===== src/rtl/mdu_pkg.sv =====
// rtl/mdu_pkg.sv - shared op encodings, FSM states and iteration count for the multiply/divide unit
package mdu_pkg;

    localparam logic [1:0] MDU_MULT  = 2'b00;
    localparam logic [1:0] MDU_MULTU = 2'b01;
    localparam logic [1:0] MDU_DIV   = 2'b10;
    localparam logic [1:0] MDU_DIVU  = 2'b11;

    localparam int MDU_ITERS = 32;

    typedef enum logic [1:0] {
        ST_IDLE = 2'd0,
        ST_CALC = 2'd1,
        ST_FIX  = 2'd2
    } mdu_state_e;

endpackage


===== src/rtl/mult_div_unit.sv =====
// rtl/mult_div_unit.sv - iterative 32-bit multiply/divide unit with HI/LO registers
module mult_div_unit
    import mdu_pkg::*;
(
    input  logic        clk,
    input  logic        rst,
    input  logic        start,
    input  logic [1:0]  op,
    input  logic [31:0] rs_data,
    input  logic [31:0] rt_data,
    input  logic        hi_we,
    input  logic        lo_we,
    input  logic [31:0] wdata,
    output logic        busy,
    output logic        done,
    output logic [31:0] hi,
    output logic [31:0] lo
);

    mdu_state_e  state_q, state_d;
    logic [5:0]  cnt_q, cnt_d;
    logic        is_div_q, is_div_d;
    logic        neg_a_q, neg_a_d;
    logic        neg_b_q, neg_b_d;
    logic [31:0] a_q, a_d;
    logic [31:0] b_q, b_d;
    logic [63:0] acc_q, acc_d;
    logic [31:0] hi_q, hi_d;
    logic [31:0] lo_q, lo_d;
    logic        done_q, done_d;

    logic        op_signed, op_div;
    logic [31:0] rs_abs, rt_abs;
    logic [32:0] mul_sum;
    logic [63:0] mul_next;
    logic [32:0] div_t;
    logic        div_ge;
    logic [31:0] div_rem;
    logic [63:0] div_next;
    logic [63:0] prod;
    logic [31:0] quot, rem;

    assign op_signed = (op == MDU_MULT) || (op == MDU_DIV);
    assign op_div    = (op == MDU_DIV) || (op == MDU_DIVU);
    assign rs_abs    = (op_signed && rs_data[31]) ? (~rs_data + 32'd1) : rs_data;
    assign rt_abs    = (op_signed && rt_data[31]) ? (~rt_data + 32'd1) : rt_data;

    // Multiply: add multiplicand into the upper half, shift the 33-bit sum back in.
    assign mul_sum  = {1'b0, acc_q[63:32]} + {1'b0, (acc_q[0] ? a_q : 32'd0)};
    assign mul_next = {mul_sum, acc_q[31:1]};

    // Restoring divide: partial remainder in the upper half needs a 33rd bit before compare.
    assign div_t    = acc_q[63:31];
    assign div_ge   = div_t >= {1'b0, b_q};
    assign div_rem  = div_t[31:0] - b_q;
    assign div_next = div_ge ? {div_rem, acc_q[30:0], 1'b1}
                             : {div_t[31:0], acc_q[30:0], 1'b0};

    assign prod = (neg_a_q ^ neg_b_q) ? (~acc_q + 64'd1) : acc_q;
    assign quot = (neg_a_q ^ neg_b_q) ? (~acc_q[31:0] + 32'd1) : acc_q[31:0];
    assign rem  = neg_a_q ? (~acc_q[63:32] + 32'd1) : acc_q[63:32];

    always_comb begin
        state_d  = state_q;
        cnt_d    = cnt_q;
        is_div_d = is_div_q;
        neg_a_d  = neg_a_q;
        neg_b_d  = neg_b_q;
        a_d      = a_q;
        b_d      = b_q;
        acc_d    = acc_q;
        hi_d     = hi_q;
        lo_d     = lo_q;
        done_d   = 1'b0;
        case (state_q)
            ST_IDLE: begin
                if (hi_we) hi_d = wdata;
                if (lo_we) lo_d = wdata;
                if (start) begin
                    is_div_d = op_div;
                    neg_a_d  = op_signed && rs_data[31];
                    neg_b_d  = op_signed && rt_data[31];
                    a_d      = rs_abs;
                    b_d      = rt_abs;
                    cnt_d    = 6'd0;
                    acc_d    = op_div ? {32'd0, rs_abs} : {32'd0, rt_abs};
                    state_d  = ST_CALC;
                end
            end
            ST_CALC: begin
                acc_d = is_div_q ? div_next : mul_next;
                cnt_d = cnt_q + 6'd1;
                if (cnt_q == 6'(MDU_ITERS - 1)) state_d = ST_FIX;
            end
            ST_FIX: begin
                if (is_div_q) begin
                    hi_d = rem;
                    lo_d = (b_q == 32'd0) ? 32'hFFFF_FFFF : quot;
                end else begin
                    hi_d = prod[63:32];
                    lo_d = prod[31:0];
                end
                done_d  = 1'b1;
                state_d = ST_IDLE;
            end
            default: state_d = ST_IDLE;
        endcase
    end

    always_ff @(posedge clk or posedge rst) begin
        if (rst) begin
            state_q  <= ST_IDLE;
            cnt_q    <= 6'd0;
            is_div_q <= 1'b0;
            neg_a_q  <= 1'b0;
            neg_b_q  <= 1'b0;
            a_q      <= 32'd0;
            b_q      <= 32'd0;
            acc_q    <= 64'd0;
            hi_q     <= 32'd0;
            lo_q     <= 32'd0;
            done_q   <= 1'b0;
        end else begin
            state_q  <= state_d;
            cnt_q    <= cnt_d;
            is_div_q <= is_div_d;
            neg_a_q  <= neg_a_d;
            neg_b_q  <= neg_b_d;
            a_q      <= a_d;
            b_q      <= b_d;
            acc_q    <= acc_d;
            hi_q     <= hi_d;
            lo_q     <= lo_d;
            done_q   <= done_d;
        end
    end

    assign busy = (state_q != ST_IDLE);
    assign done = done_q;
    assign hi   = hi_q;
    assign lo   = lo_q;

endmodule


===== config.mk =====
export PLATFORM = sky130hd
export DESIGN_NAME = mult_div_unit
export DESIGN_NICKNAME = d
export VERILOG_FILES = /design/src/rtl/mdu_pkg.sv /design/src/rtl/mult_div_unit.sv
export SDC_FILE = /design/constraint.sdc
export NUM_CORES = 1
export LEC_CHECK = 0
export CORE_MARGIN = 1.5
export CORE_UTILIZATION = 25
export DETAILED_ROUTE_END_ITERATION = 7
export PLACE_DENSITY = 0.46
export SLEW_MARGIN = 20
export SYNTH_ARGS = -nofsm -noshare
export SYNTH_HDL_FRONTEND = slang
export SYNTH_SLANG_ARGS = --single-unit

===== constraint.sdc =====
create_clock -name clk -period 6.1 [get_ports clk]
set_clock_uncertainty 0.2 [all_clocks]
set_input_delay 0.915 -clock clk [delete_from_list [all_inputs] [get_ports clk]]
set_output_delay 0.915 -clock clk [all_outputs]
set_load 0.01 [all_outputs]

Word-level counts from Yosys, hierarchy flattened
Index checks and enable logic that the tools add are counted.

Bits in registers: 204. Input bits: 103. Output and inout port bits: 66. Word-level logic and storage cells: 74.

Reductions and logical operators: 15. Mux-type cells: 24. $add $sub $neg: 8. Equality and inequality tests: 9. Bitwise gates (word level): 6. $lt $le $gt $ge: 1.

Operator list (number): $mux 32 (11); $mux 64 (4); $add 32x1->32 const B (4); $not 32->32 (4); $pmux 32 s2 (2); $pmux 64 s2 (1); $add 64x1->64 const B (1); $not 64->64 (1); $add 32x32->33 (1); $ge 33x32->1 (1); $logic_not 32->1 (1); $sub 32x32->32 (1); $pmux 6 s2 (1); $reduce_and 2->1 (5); $ne 2x2->1 const B (4); $add 6x1->6 const B (1); $eq 2x2->1 const B (3); $eq 6x5->1 const B (1); $mux 6 (1); $reduce_bool 2->1 (3); $logic_not 2->1 (2); $mux 2 (2); $pmux 2 s2 (1); $eq 2x1->1 const B (1); other kinds (4) (6).

Depth between registers and ports, before layout
Gate-level depths: netlist of run 1.

Word-level depth: 7. Mapped depth: 15. Gate-level depth less buffers: 14.

Least setup slack after synthesis of run 1
OpenSTA, ideal clock, no wires.

Path kind: register to register. Start point: register acc_q[0]. End point: register acc_q[63]. Arrival: 3223 ps. Library setup time: 122 ps. Period minus slack after synthesis: 3545 ps. Buffers on the path: 3. Cell stages (with the launch flop): 16. Data required time: 5778 ps. Path slack: 2555 ps. Cell sequence: dfrtp_1 clkbuf_1 clkbuf_1 and2_1 ha_1 buf_2 and4_4 a41oi_1 o21ai_1 or4_1 nand3_2 o21ai_2 a211oi_1 o21bai_1 a211o_1 a32o_1.

Longest elaborated chain between the ends: 4.

RTL lines: start: declaration (RTL line mult_div_unit.sv:27) `logic [63:0] acc_q, acc_d;`; start signal: assignment (RTL line mult_div_unit.sv:119) `acc_q <= 64'd0;`; start signal: assignment (RTL line mult_div_unit.sv:131) `acc_q <= acc_d;`; $mux 32 (RTL line mult_div_unit.sv:49) `assign mul_sum = {1'b0, acc_q[63:32]} + {1'b0, (acc_q[0] ? a_q : 32'd0)};`; $add 32x32->33 (RTL line mult_div_unit.sv:49); $mux 64 (RTL line mult_div_unit.sv:91) `acc_d = is_div_q ? div_next : mul_next;`; $pmux 64 s2 (RTL line mult_div_unit.sv:75) `case (state_q)`.

No other way between the ends. A chain may end at the register's enable or synchronous reset.

Worst setup path in the final report of run 1
Start point: register acc_q[0]. End point: register acc_q[61].

Same word-level chain as after synthesis.

==> results of run 1 <==
[through the flow]
| step | total power, mW | utilization | worst slack, ns |
|---|---|---|---|
| after global placement | 8.75 | 0.292 | 1.74 |
| after global routing | 11.2 | 0.306 | 1.52 |
| after floorplan | 6.64 | - | 2.34 |
| after detailed placement | 8.76 | 0.293 | 1.72 |
| after CTS | 10.4 | 0.306 | 1.78 |
| final | 10.4 | 0.306 | 1.78 |
[power groups by stage]
stage	Sequential [mW]	Clock [mW]	Combinational, mW
global route	2.70	1.67	6.81
finish	2.63	1.60	6.16
detailed placement	2.65	0	6.11
global placement	2.63	0	6.12
CTS	2.63	1.62	6.14
floorplan	2.34	0	4.29
[how the worst max path moves through the flow]
stage	startpoint	to	slack, ns	depth (start not counted)
floorplan	rst	a_q[0]	2.34	1
global placement	rs_data[3]	acc_q[31]	1.74	11
detailed placement	rs_data[3]	acc_q[28]	1.72	11
CTS	acc_q[0]	acc_q[61]	1.78	13
global route	acc_q[0]	acc_q[61]	1.52	13
finish	acc_q[0]	acc_q[61]	1.78	13
[synthesized netlist by cell type (all sizes together), types with 4 or more instances]
cell type / count / share of area
a211oi: 54 / 0.026
a21boi: 6 / 0.0028
a21o: 25 / 0.012
a21oi: 147 / 0.047
a22oi: 6 / 0.0028
a31oi: 18 / 0.0075
a32o: 4 / 0.0025
and2: 46 / 0.018
and3: 14 / 0.0055
and4: 5 / 0.0029
buf: 33 / 0.010
clkbuf: 86 / 0.020
dfrtp: 204 / 0.32
ha: 69 / 0.055
inv: 62 / 0.015
mux2i: 46 / 0.029
nand2: 273 / 0.065
nand2b: 25 / 0.0099
nand3: 36 / 0.012
nand4: 11 / 0.0044
nor2: 117 / 0.028
nor2b: 31 / 0.012
nor3: 33 / 0.011
nor4: 23 / 0.010
nor4b: 4 / 0.0022
o211ai: 27 / 0.013
o21a: 8 / 0.0038
o21ai: 252 / 0.080
o21bai: 10 / 0.0047
o22ai: 35 / 0.014
o31ai: 19 / 0.0093
o41ai: 10 / 0.0065
or2: 6 / 0.0024
or3: 11 / 0.0044
or4: 6 / 0.0036
xnor2: 95 / 0.053
xor2: 81 / 0.045
[cells by family after synthesis]
family,after synthesis
AND/OR/NAND/NOR,654
AO/OA/AOI/OAI,649
flip-flops,204
buffers and inverters,183
XOR/XNOR,176
adder cells (fa/ha/maj),71
multiplexers,47
[state kept, by name, indices dropped and copies added, names as in the netlist]
name      count
acc_q        64
a_q          32
b_q          32
hi           32
lo           32
cnt_q         6
state_q       2
done          1
is_div_q      1
neg_a_q       1
neg_b_q       1
[per-layer routing]
metal | routed length, um | part of all wire | up-vias
li1 | - | - | 7279
met5 | 9 | 0.00014 | -
met2 | 30600 | 0.47 | 408
met4 | 1130 | 0.017 | 2
met1 | 29800 | 0.46 | 7264
met3 | 3140 | 0.048 | 62
[layout by cell type (no fill, tap or decap), drive strengths merged, types with 27 or more instances in the layout]
| cell type | instances |
|---|---|
| a211oi | 54 |
| a21oi | 147 |
| and2 | 46 |
| buf | 32 |
| clkbuf | 35 |
| clkdlybuf4s50 | 168 |
| dfrtp | 204 |
| ha | 69 |
| inv | 62 |
| mux2i | 46 |
| nand2 | 273 |
| nand3 | 36 |
| nor2 | 117 |
| nor2b | 31 |
| nor3 | 33 |
| o211ai | 27 |
| o21ai | 252 |
| o22ai | 35 |
| xnor2 | 95 |
| xor2 | 81 |
[cell type report]
cell class	instances	area (sq um)	share of cell area
clock buffer	35	724	0.0376
clock inverter	12	134	0.00696
inverter	63	240	0.0125
multi-input combinational	1597	10000	0.521
sequential	204	5110	0.265
tap	846	1060	0.0550
timing repair buffer	200	1950	0.101
==> metrics.md, run 1 <==
| Metric | Value |
|---|---|
| Cell row count | `between 90 and 100` |
| Final period util | `0.709` |
| Reg power frac | `0.253` |
| Net switching power | `5.06 mW` |
| Clk root buf | `clkbuf_16` |
| Routability Congestion | `roughly 0.92` |
| RSZ-0062 raised after global routing | `false` |
| Vias in the first global route | `between 10000 and 15000` |
| Hold depth | `1` |
| # port buffers | `about 170` |
| Mapped Nets | `2158` |
| Internal Power | `about 5.3 mW` |
| First-pass GRT wire length | `around 96 mm` |
| Fin cells | `~3000` |
| H-Tree Depth | `1` |
| Slowest stage cell, crit path | `a2111oi_0` |
| Fmax | `231 MHz` |
| Worst R2R End | `acc_q[61]` |
| Die height | `255 um` |
| # hold bufs at CTS | `0` |
| Clk pwr share | `0.154` |
| 1st-iter DRT viols | `1150` |
| Post-synthesis xor/xnor area fraction | `0.0975` |
| Max Cap Viol | `0` |
| Family with the most delay on the worst path | `compound AO/OA/AOI/OAI gates` |
| Post-synthesis simple-gate area fraction | `0.199` |
| Initial antenna violation count | `1` |
| Top_reg_cell synth | `dfrtp_1` |
| Measured slew at the worst slew-check pin | `1.09 ns` |
| Mapped Cells | `1984` |
| Grt ovf | `0` |
| Met1 Use GR | `0.274` |
| CP cell instances | `buf_4 > and2_1 > ha_1 > and4_4 > nand4_1 > a2111oi_0 > or4_1 > nand3_2 > o21ai_2 > a21o_1 > a21oi_1 > xnor2_1 > a221o_1` |
| Worst R2R Path Depth | `13` |
| Post-DP HPWL | `approximately 51 mm` |
| Worst path bufs/invs | `1` |
| Clock Pin Slew Worst Setup and Hold Paths | `approximately 0.07 ns` |
| Largest family of logic cells by synthesized area | `compound AO/OA/AOI/OAI gates` |
| Critical Path Fanout Max | `28` |
| Compound-Gate Fraction of Synth Area | `0.248` |
| CP arrival | `approximately 4.6 ns` |
| Post-synth EDFFs | `0` |
| Hold path startpoint | `cnt_q[5]` |
| DRC | `0` |
| Drt wl/cell | `about 22 um` |
| Nets | `between 2000 and 2500` |
| P&R area growth vs syn | `21.7%` |
| IO Count | `around 170` |
| Met3 GRT Util | `0.0226` |
| Yosys warns | `0` |
| Cell variety after synth | `84` |
| R2R Setup Slk | `around 1.8 ns` |
| Grt met2 use | `0.330` |
| Detailed Routing Iterations Pass 1 | `5` |
| Buffer count from post-CTS setup fixing | `0` |
| Core Region | `~63000 sq um` |
| Status | `complete, no violations` |
| Worst r2r src | `acc_q[0]` |
| Hold_ws | `roughly 0.26 ns` |
| Tot GR Track Use | `0.198` |
| Clk sinks | `roughly 200` |
| TNS Setup | `0 ns` |
| Fin area | `slightly below 20000 sq um` |
| Final Hold Viols | `0` |
| Setup violators final | `0` |
| Routed wire length | `approximately 65 mm` |
| PostCTS Resize Cnt | `0` |
| Inst Count DP | `between 2000 and 3000` |
| Largest stage delay, worst path | `~0.84 ns` |
| Multiplexer share of the synthesized area | `0.0298` |
| FF+latch count, synth | `about 200` |
| Synthesized area | `15800 sq um` |
| Antenna-violating nets left | `0` |
| Clock Latency Late Sink | `about 0.56 ns` |
| Slew margin rel. | `0.268` |
| Die width | `roughly 250 um` |
| Total Die Area | `between 60000 and 70000 sq um` |
| Maximum buffer depth of the clock tree | `3` |
| Adder and majority gate portion of the synthesized area | `0.0571` |
| Layout cell share with drive strength beyond 1 | `0.0516` |
| Via density | `5.08` |
| Gate power share | `0.593` |
| Startpoint types | `register` |
| Sw frac | `0.487` |
| P per Cell Area | `approximately 540 nW/um^2` |
| Hold Path Sink | `cnt_q[5]` |
| ANT cells | `0` |
| Avg Cell Area, Syn | `around 8.0 sq um` |
| Worst Hold Class | `reg2reg` |
| Num CTS Buffers | `26` |
| Area post-placement | `between 15000 and 20000 sq um` |
| CTS tree | `done` |
| Initial Util | `0.252` |
| Via count | `around 15000` |
| Fill cell count | `between 6000 and 7000` |
| Slew Limit Fails | `0` |
| Largest net degree at the start of global routing | `120` |
| Static Leakage | `~7.8 nW` |
| Critical Path Sink Type | `register` |
| Critical Path RT | `between 6 and 7 ns` |
| GR peak layer | `met2` |
| Tmin final | `~4.3 ns` |
| Peak supply drop | `around 0.21 mV` |
| Register area share after synthesis | `0.323` |
| Setup CP Type | `reg2reg` |
| Post-synthesis async set-or-reset flop share | `1.00` |
No activity file was read; power rests on OpenSTA's default activity.
==> run 2: changes to the inputs <==
--- a/config.mk
+++ b/config.mk
@@ -8,7 +8,7 @@
 export CORE_MARGIN = 1.5
 export CORE_UTILIZATION = 25
 export DETAILED_ROUTE_END_ITERATION = 7
-export PLACE_DENSITY = 0.46
+export PLACE_DENSITY = 0.45
 export SLEW_MARGIN = 20
 export SYNTH_ARGS = -nofsm -noshare
 export SYNTH_HDL_FRONTEND = slang
==> constraint.sdc (replaced) <==
create_clock -name clk -period 4.4 [get_ports clk]
set_clock_uncertainty 0.2 [all_clocks]
set_input_delay 0.66 -clock clk [delete_from_list [all_inputs] [get_ports clk]]
set_output_delay 0.66 -clock clk [all_outputs]
set_load 0.01 [all_outputs]
==> run 2 against run 1 <==
  * Sequential power rose by 35%
  * Worst hold slack worse by 0.089 ns
  * Sequential share of layout area is 0.27 points lower
  * Critical endpoint unchanged
  * Largest cell class unchanged
==> metrics.md, run 2 (synthesized netlist as in run 1, its figures left out) <==
| Metric | Value |
|---|---|
| Status | `complete, no violations (unchanged)` |
| Drt wl/cell | `21.9 um (about the same)` |
| Fin cells | `2981 (was 2957)` |
| Critical Path Fanout Max | `10 (was 28)` |
| Most frequent cells in the layout | `272 x nand2_1, 203 x dfrtp_1, 168 x clkdlybuf4s50_1 (unchanged)` |
| Routed wire length | `65.3 mm (was 64.7 mm)` |
| Via count | `15194 (was 15015)` |
| Measured slew at the worst slew-check pin | `1.10 ns (was 1.09 ns)` |
| Startpoint types | `register (unchanged)` |
| Tot GR Track Use | `0.197 (was 0.198)` |
| Num CTS Buffers | `27 (was 26)` |
| DRC | `0 (unchanged)` |
| 1st-iter DRT viols | `1010 (was 1150)` |
| Layout cell share with drive strength beyond 1 | `0.0618 (was 0.0516)` |
| Nets | `2288 (was 2266)` |
| Inst Count DP | `2931 (was 2910)` |
| Clock Latency Late Sink | `0.58 ns (was 0.56 ns)` |
| Tmin final | `4.08 ns (was 4.32 ns)` |
| Initial Util | `0.252 (unchanged)` |
| Reg with most FFs | `acc_q (unchanged)` |
| Maximum buffer depth of the clock tree | `3 (unchanged)` |
| Vias in the first global route | `14580 (was 14697)` |
| Final period util | `0.928 (was 0.709)` |
| Slew margin rel. | `0.265 (was 0.268)` |
| CP arrival | `4.32 ns (was 4.57 ns)` |
| P per Cell Area | `756 nW/um^2 (was 540 nW/um^2)` |
| Die width | `255 um (unchanged)` |
| Slowest stage cell, crit path | `a2111oi_0 (unchanged)` |
| Static Leakage | `7.90 nW (was 7.76 nW)` |
| Fmax | `245 MHz (was 231 MHz)` |
| Peak supply drop | `0.288 mV (was 0.210 mV)` |
| TNS Setup | `0 ns (unchanged)` |
| Largest net degree at the start of global routing | `123 (was 120)` |
| Buffer count from post-CTS setup fixing | `0 (unchanged)` |
| Cell row count | `92 (unchanged)` |
| Worst Hold Class | `in2async (was reg2reg)` |
| Grt ovf | `0 (unchanged)` |
| Commonest non-fill, non-tap cell in the layout | `nand2_1 (unchanged)` |
| # hold bufs at CTS | `0 (unchanged)` |
| Total Die Area | `64800 sq um (unchanged)` |
| Routability Congestion | `0.940 (was 0.918)` |
| Fill cell count | `6808 (was 6781)` |
| P&R area growth vs syn | `23.0% (was 21.7%)` |
| Initial antenna violation count | `0 (was 1)` |
| Setup violators final | `0 (unchanged)` |
| Clock Pin Slew Worst Setup and Hold Paths | `0.06 ns (was 0.07 ns)` |
| Fin area | `19400 sq um (was 19200 sq um)` |
| # port buffers | `168 (unchanged)` |
| CTS tree | `done (unchanged)` |
| Final Core Density | `0.309 (was 0.306)` |
| ANT cells | `0 (unchanged)` |
| Max Cap Viol | `0 (unchanged)` |
| Antenna-violating nets left | `0 (unchanged)` |
| RSZ-0062 raised after global routing | `false (unchanged)` |
| Critical Path Sink Type | `register (unchanged)` |
| Critical Path RT | `4.64 ns (was 6.34 ns)` |
| PostCTS Resize Cnt | `0 (unchanged)` |
| Die height | `255 um (unchanged)` |
| Core Region | `62900 sq um (unchanged)` |
| Clk sinks | `204 (unchanged)` |
| Final Hold Viols | `0 (unchanged)` |
| First-pass GRT wire length | `95.5 mm (was 96.2 mm)` |
| Largest stage delay, worst path | `0.88 ns (was 0.84 ns)` |
| Clk root buf | `clkbuf_16 (unchanged)` |
| CP cell instances | `ha_1 > inv_1 > fa_1 > nor2b_1 > o31ai_2 > a2111oi_0 > or4_1 > nand3_2 > o21ai_2 > a21o_1 > a21oi_1 > xnor2_1 > a221o_1 (was buf_4 > and2_1 > ha_1 > and4_4 > nand4_1 > a2111oi_0 > or4_1 > nand3_2 > o21ai_2 > a21o_1 > a21oi_1 > xnor2_1 > a221o_1)` |
| Setup CP Type | `reg2reg (unchanged)` |
| Slew Limit Fails | `0 (unchanged)` |
| Max FFs per register | `64 (unchanged)` |
| Detailed Routing Iterations Pass 1 | `6 (was 5)` |
| IO Count | `169 (unchanged)` |
| H-Tree Depth | `1 (unchanged)` |
| Via density | `5.10 (was 5.08)` |
| Area post-placement | `18600 sq um (was 18400 sq um)` |
| Post-DP HPWL | `52.4 mm (was 50.6 mm)` |
## run 2: area by class of cell
cell class / count / area, sq um / area share
Timing Repair Buffer: 221 / 2140 / 0.110
Clock inverter: 12 / 100 / 0.00515
Tap cell: 846 / 1060 / 0.0544
Multi-Input combinational cell: 1597 / 10000 / 0.515
Sequential cell: 204 / 5110 / 0.263
Clock buffer: 38 / 777 / 0.0400
Inverter: 63 / 240 / 0.0124
## run 2: report_power, final
| group | leakage, nW | total (mW) | switching, mW | internal (mW) |
|---|---|---|---|---|
| registers | 2.49 | 3.54 | 0.954 | 2.59 |
| clock network | 0.440 | 2.20 | 0.913 | 1.29 |
| logic | 4.97 | 8.96 | 5.28 | 3.68 |
## run 2: stage by stage
stage	hold WS, ns	power [mW]	setup slack, ns
2_1_floorplan	0.236	9.20	0.855
3_3_place_gp	0.253	12.4	0.444
3_5_place_dp	0.269	12.5	0.381
4_1_cts	0.162	14.7	0.326
5_1_grt	0.193	15.8	0.0579
6_report	0.173	14.7	0.318
## run 2: per-layer routing
layer,GRT usage,up-vias,part of all wire
li1,-,7335,-
met1,0.268,7384,0.45
met2,0.333,395,0.48
met3,0.0195,80,0.043
met4,0.0524,0,0.025
met5,0,-,0
## run 2: path summary, 6_finish.rpt
kind	start	end	slack [ns]	cells past startpoint
worst min-delay path	rst	acc_q[57]	0.17	2
min in group clk	a_q[16]	a_q[16]	0.28	2
worst max register to register	acc_q[32]	acc_q[61]	0.32	13
max in group asynchronous	rst	is_div_q	2.81	3
worst min register to register	a_q[16]	a_q[16]	0.28	2
worst max-delay path	acc_q[32]	acc_q[61]	0.32	13
## run 2: worst max-delay path: cells and delay by family (launching register included)
kind | cells | cell delay, ns
buffers and inverters | 1 | 0.06
adder cells (fa/ha/maj) | 2 | 0.67
AND/OR/NAND/NOR | 3 | 0.54
XOR/XNOR | 1 | 0.13
flip-flops | 1 | 0.58
AO/OA/AOI/OAI | 6 | 1.75
==> run 3: changes to the inputs <==
--- a/config.mk
+++ b/config.mk
@@ -9,6 +9,7 @@
 export CORE_UTILIZATION = 25
 export DETAILED_ROUTE_END_ITERATION = 7
 export PLACE_DENSITY = 0.45
+export RECOVER_POWER = 25
 export SLEW_MARGIN = 20
 export SYNTH_ARGS = -nofsm -noshare
 export SYNTH_HDL_FRONTEND = slang
==> run 3 against run 2 <==
  * The flow now finishes with violations (capacitance limit, slew limit)
  * Via count about the same
  * Critical path type unchanged
  * Design area decreased by 0.15%
  * Non-clock buffer count is the same
  * Worst hold slack improved by 0.10 ns
  * Sequential share of layout area about the same
  * Sequential power about the same
  * Setup slack worse by 0.032 ns
  * Final cell count stayed put
  * First-iteration DRC count grew 6.9%
==> metrics.md, run 3 (synthesized netlist as in run 1, its figures left out) <==
| Metric | Value |
|---|---|
| Status | `complete, but fails checks (was complete, no violations)` |
| Failing checks | `capacitance limit, slew limit` |
| Grt ovf | `0 (unchanged)` |
| Num CTS Buffers | `27 (unchanged)` |
| Worst R2R Path Depth | `13 (unchanged)` |
| Vias in the first global route | `14580 (unchanged)` |
| Nets | `2288 (unchanged)` |
| P per Cell Area | `757 nW/um^2 (was 756 nW/um^2)` |
| Antenna-violating nets left | `0 (unchanged)` |
| Total power | `14.7 mW (about the same)` |
| Clk root buf | `clkbuf_16 (unchanged)` |
| Setup violators final | `0 (unchanged)` |
| Commonest non-fill, non-tap cell in the layout | `nand2_1 (unchanged)` |
| Slew margin rel. | `-0.464 (was 0.265)` |
| Total Die Area | `64800 sq um (unchanged)` |
| Slowest stage cell, crit path | `a2111oi_0 (unchanged)` |
| PostCTS Resize Cnt | `0 (unchanged)` |
| DRC | `0 (unchanged)` |
| CP arrival | `4.36 ns (was 4.32 ns)` |
| Cell row count | `92 (unchanged)` |
| Startpoint types | `register (unchanged)` |
| Largest stage delay, worst path | `0.90 ns (was 0.88 ns)` |
| Routability Congestion | `0.940 (unchanged)` |
| RSZ-0062 raised after global routing | `false (unchanged)` |
| Clock Pin Slew Worst Setup and Hold Paths | `0.06 ns (about the same)` |
| Post-DP HPWL | `52.4 mm (unchanged)` |
| Maximum buffer depth of the clock tree | `3 (unchanged)` |
| P&R area growth vs syn | `22.8% (was 23.0%)` |
| Peak supply drop | `0.290 mV (was 0.288 mV)` |
| IO Count | `169 (unchanged)` |
| Drt wl/cell | `21.9 um (about the same)` |
| Detailed Routing Iterations Pass 1 | `5 (was 6)` |
| Max FFs per register | `64 (unchanged)` |
| Largest net degree at the start of global routing | `123 (unchanged)` |
| Layout cell share with drive strength beyond 1 | `0.0618 (unchanged)` |
| Critical Path Sink Type | `register (unchanged)` |
| Fmax | `243 MHz (was 245 MHz)` |
| Critical Path RT | `4.64 ns (about the same)` |
| CP cell instances | `ha_1 > inv_1 > fa_1 > nor2b_1 > o31ai_2 > a2111oi_0 > or4_1 > nand3_2 > o21ai_2 > a21o_1 > a21oi_1 > xnor2_1 > a221o_1 (unchanged)` |
| Worst r2r src | `acc_q[32] (unchanged)` |
| ANT cells | `0 (unchanged)` |
| H-Tree Depth | `1 (unchanged)` |
| # port buffers | `168 (unchanged)` |
| Worst R2R End | `acc_q[61] (unchanged)` |
| Critical Path Fanout Max | `10 (unchanged)` |
| First-pass GRT wire length | `95.5 mm (unchanged)` |
| Initial antenna violation count | `0 (unchanged)` |
| Core Region | `62900 sq um (unchanged)` |
| Setup CP Type | `reg2reg (unchanged)` |
| Slew Limit Fails | `203 (was 0)` |
| # hold bufs at CTS | `0 (unchanged)` |
| Fin cells | `2981 (unchanged)` |
| Initial Util | `0.252 (unchanged)` |
| Clock Latency Late Sink | `0.58 ns (about the same)` |
| Clk sinks | `204 (unchanged)` |
| R2R Setup Slk | `0.29 ns (was 0.32 ns)` |
| Worst path bufs/invs | `1 (unchanged)` |
| Final period util | `0.935 (was 0.928)` |
| Via count | `15193 (was 15194)` |
| Most frequent cells in the layout | `272 x nand2_1, 203 x dfrtp_1, 167 x clkdlybuf4s50_1 (was 272 x nand2_1, 203 x dfrtp_1, 168 x clkdlybuf4s50_1)` |
| Die height | `255 um (unchanged)` |
| Buffer count from post-CTS setup fixing | `0 (unchanged)` |
| Routed wire length | `65.3 mm (about the same)` |
| Tot GR Track Use | `0.197 (unchanged)` |
| Worst Hold Class | `in2async (unchanged)` |
| Final Core Density | `0.309 (about the same)` |
| CTS tree | `done (unchanged)` |
| Max Cap Viol | `2 (was 0)` |
| TNS Setup | `0 ns (unchanged)` |
| Static Leakage | `7.89 nW (was 7.90 nW)` |
| 1st-iter DRT viols | `1080 (was 1010)` |
| Reg with most FFs | `acc_q (unchanged)` |
| Measured slew at the worst slew-check pin | `2.20 ns (was 1.10 ns)` |
| Via density | `5.10 (about the same)` |
| Final Hold Viols | `0 (unchanged)` |
| Tmin final | `4.11 ns (was 4.08 ns)` |
| Inst Count DP | `2931 (unchanged)` |
| Family with the most delay on the worst path | `compound AO/OA/AOI/OAI gates (unchanged)` |
| Die width | `255 um (unchanged)` |
[run 3: cell types whose count changed in the layout (fill, tap and decap cells not counted), sizes merged]
cell           previous run  this run
clkbuf                   38        40
buf                      53        51
clkdlybuf4s50           168       167
dlygate4sd3               0         1
[run 3: how the worst max path moves through the flow]
stage,from,end,depth (start not counted)
2_1_floorplan,acc_q[0],acc_q[63],15
3_3_place_gp,acc_q[32],acc_q[61],13
3_5_place_dp,acc_q[32],acc_q[61],13
4_1_cts,acc_q[32],acc_q[61],13
5_1_grt,acc_q[32],acc_q[61],13
6_report,acc_q[32],acc_q[61],13
[run 3: power breakdown]
part	internal [mW]	switching [mW]	leakage [nW]	total (mW)
logic	3.67	5.29	4.96	8.96
clock network	1.29	0.916	0.440	2.20
registers	2.59	0.951	2.49	3.54
[run 3: per-stage QoR]
stage / hold slack (ns) / setup WS (ns) / cell area (sq um)
global route: 0.301 / 0.0579 / 19400
detailed placement: 0.269 / 0.381 / 18600
floorplan: 0.236 / 0.855 / 15800
global placement: 0.253 / 0.444 / 18600
CTS: 0.162 / 0.326 / 19400
finish: 0.275 / 0.286 / 19400
[run 3: cell type report]
| class | count | area (sq um) |
|---|---|---|
| Clock buffer | 38 | 777 |
| Clock inverter | 12 | 100 |
| Fill cell | 6813 | 43400 |
| Inverter | 63 | 238 |
| Multi-Input combinational cell | 1597 | 10000 |
| Sequential cell | 204 | 5110 |
| Tap cell | 846 | 1060 |
| Timing Repair Buffer | 221 | 2110 |
[run 3: metal layers]
layer	up-vias	track usage	wire (um)
met5	-	0	0
met4	0	0.0524	1620
met3	82	0.0195	2880
met2	400	0.333	31300
met1	7380	0.268	29500
li1	7331	-	-
==> RTL change (flow settings as in run 3) <==
Register the input `rs_data` before use, without a reset. The logic sees it one clock later. The other inputs are not delayed to match.
--- a/src/rtl/mult_div_unit.sv
+++ b/src/rtl/mult_div_unit.sv
@@ -16,6 +16,12 @@
     output logic [31:0] hi,
     output logic [31:0] lo
 );
+
+    logic [31:0] rs_data_q;
+
+    always_ff @(posedge clk) begin
+        rs_data_q <= rs_data;
+    end
 
     mdu_state_e  state_q, state_d;
     logic [5:0]  cnt_q, cnt_d;
@@ -42,7 +48,7 @@
 
     assign op_signed = (op == MDU_MULT) || (op == MDU_DIV);
     assign op_div    = (op == MDU_DIV) || (op == MDU_DIVU);
-    assign rs_abs    = (op_signed && rs_data[31]) ? (~rs_data + 32'd1) : rs_data;
+    assign rs_abs    = (op_signed && rs_data_q[31]) ? (~rs_data_q + 32'd1) : rs_data_q;
     assign rt_abs    = (op_signed && rt_data[31]) ? (~rt_data + 32'd1) : rt_data;
 
     // Multiply: add multiplicand into the upper half, shift the 33-bit sum back in.
@@ -78,7 +84,7 @@
                 if (lo_we) lo_d = wdata;
                 if (start) begin
                     is_div_d = op_div;
-                    neg_a_d  = op_signed && rs_data[31];
+                    neg_a_d  = op_signed && rs_data_q[31];
                     neg_b_d  = op_signed && rt_data[31];
                     a_d      = rs_abs;
                     b_d      = rt_abs;
Formal check against the unedited RTL: same outputs for any inputs over 10 cycles, from zero or initial values and one cycle with rst high; that may be too few to reach the edited logic, so the function may still have changed.
==> RTL change against run 3 <==
- total power increased by 5.4%
- synthesized area is 6.0% higher
- setup slack better by 370 ps
- sequential cell count up 32
- final area rose by 5.1%
- synthesized cell count grew 3.9%
- combinational power grew 2.3%
- wire length rose by 3.0%
==> RTL change: results (changes against run 3) <==
metric	value	unit	change
status	completed		was finished with violations
fraction of layout cells with a size suffix above 1	6.31	%	was 6.18%
initial antenna violation count	2		was 0
number of global-route vias before repair	15300		was 14600
Distinct cells, synth	82		was 84
met1 GRT Util	28.4	%	was 26.8%
met3 Resource Use GR	2.14	%	was 1.95%
synth top area cells	dfrtp_1 (30%), o21ai_0 (6.7%), a21oi_1 (5.4%)		was dfrtp_1 (32%), nand2_1 (6.5%), ha_1 (5.5%)
detail-routed via count per cell	5.23		was 5.10
placed standard-cell area	0.0195	sq mm	was 0.0186 sq mm
fin nets	2354		was 2288
post-synthesis adder-cell area fraction	5.39	%	was 5.71%
Post-Synth XOR/XNOR Area	8.88	%	was 9.75%
first-pass GRT wire length	99.4	mm	was 95.5 mm
1st-iter DRT viols	1356		was 1080
Hold WS	272	ps	was 275 ps
critical path peak fanout	13		was 10
CP max-delay cell	a31oi_1		was a2111oi_0
gp weighted congestion	0.923		was 0.940
Compound-Gate Fraction of Synth Area	24.8	%	about the same
Metal-1 WL	32.8	mm	was 29.5 mm
Synth Net Count	2235		was 2158
Seq/Total Area, Yosys	34.3	%	was 32.3%
met3 WL post-DR	3.35	mm	was 2.88 mm
worst-case vdd ir drop	371	uV	was 290 uV
reg-to-reg slack, setup	650	ps	was 290 ps
-- RTL change: cell type report --
cell class              count  area, sq um  share of cell area, %
multi-input cells        1618        10300                   50.4
clock inverters            13          103                  0.503
flip-flops and latches    236         5750                   28.2
repair buffers            218         2070                   10.2
inverters                  77          290                   1.42
well taps                 864         1080                   5.30
clock buffers              41          831                   4.07
-- RTL change: worst max path at each step --
stage | startpoint | to | slack, ps | cells after the start
after floorplan | rst | a_q[0] | 900 | 1
after global placement | acc_q[16] | hi[31] | 290 | 9
after detailed placement | rt_data[7] | acc_q[30] | 450 | 10
after CTS | acc_q[0] | acc_q[62] | 650 | 13
after global routing | acc_q[31] | acc_q[56] | 440 | 15
final | acc_q[0] | acc_q[62] | 650 | 13
-- RTL change: power breakdown --
| part | switching [W] | internal [W] |
|---|---|---|
| clock network | 0.000991 | 0.00137 |
| registers | 0.00109 | 0.00288 |
| logic | 0.00541 | 0.00376 |
| total | 0.00749 | 0.00801 |
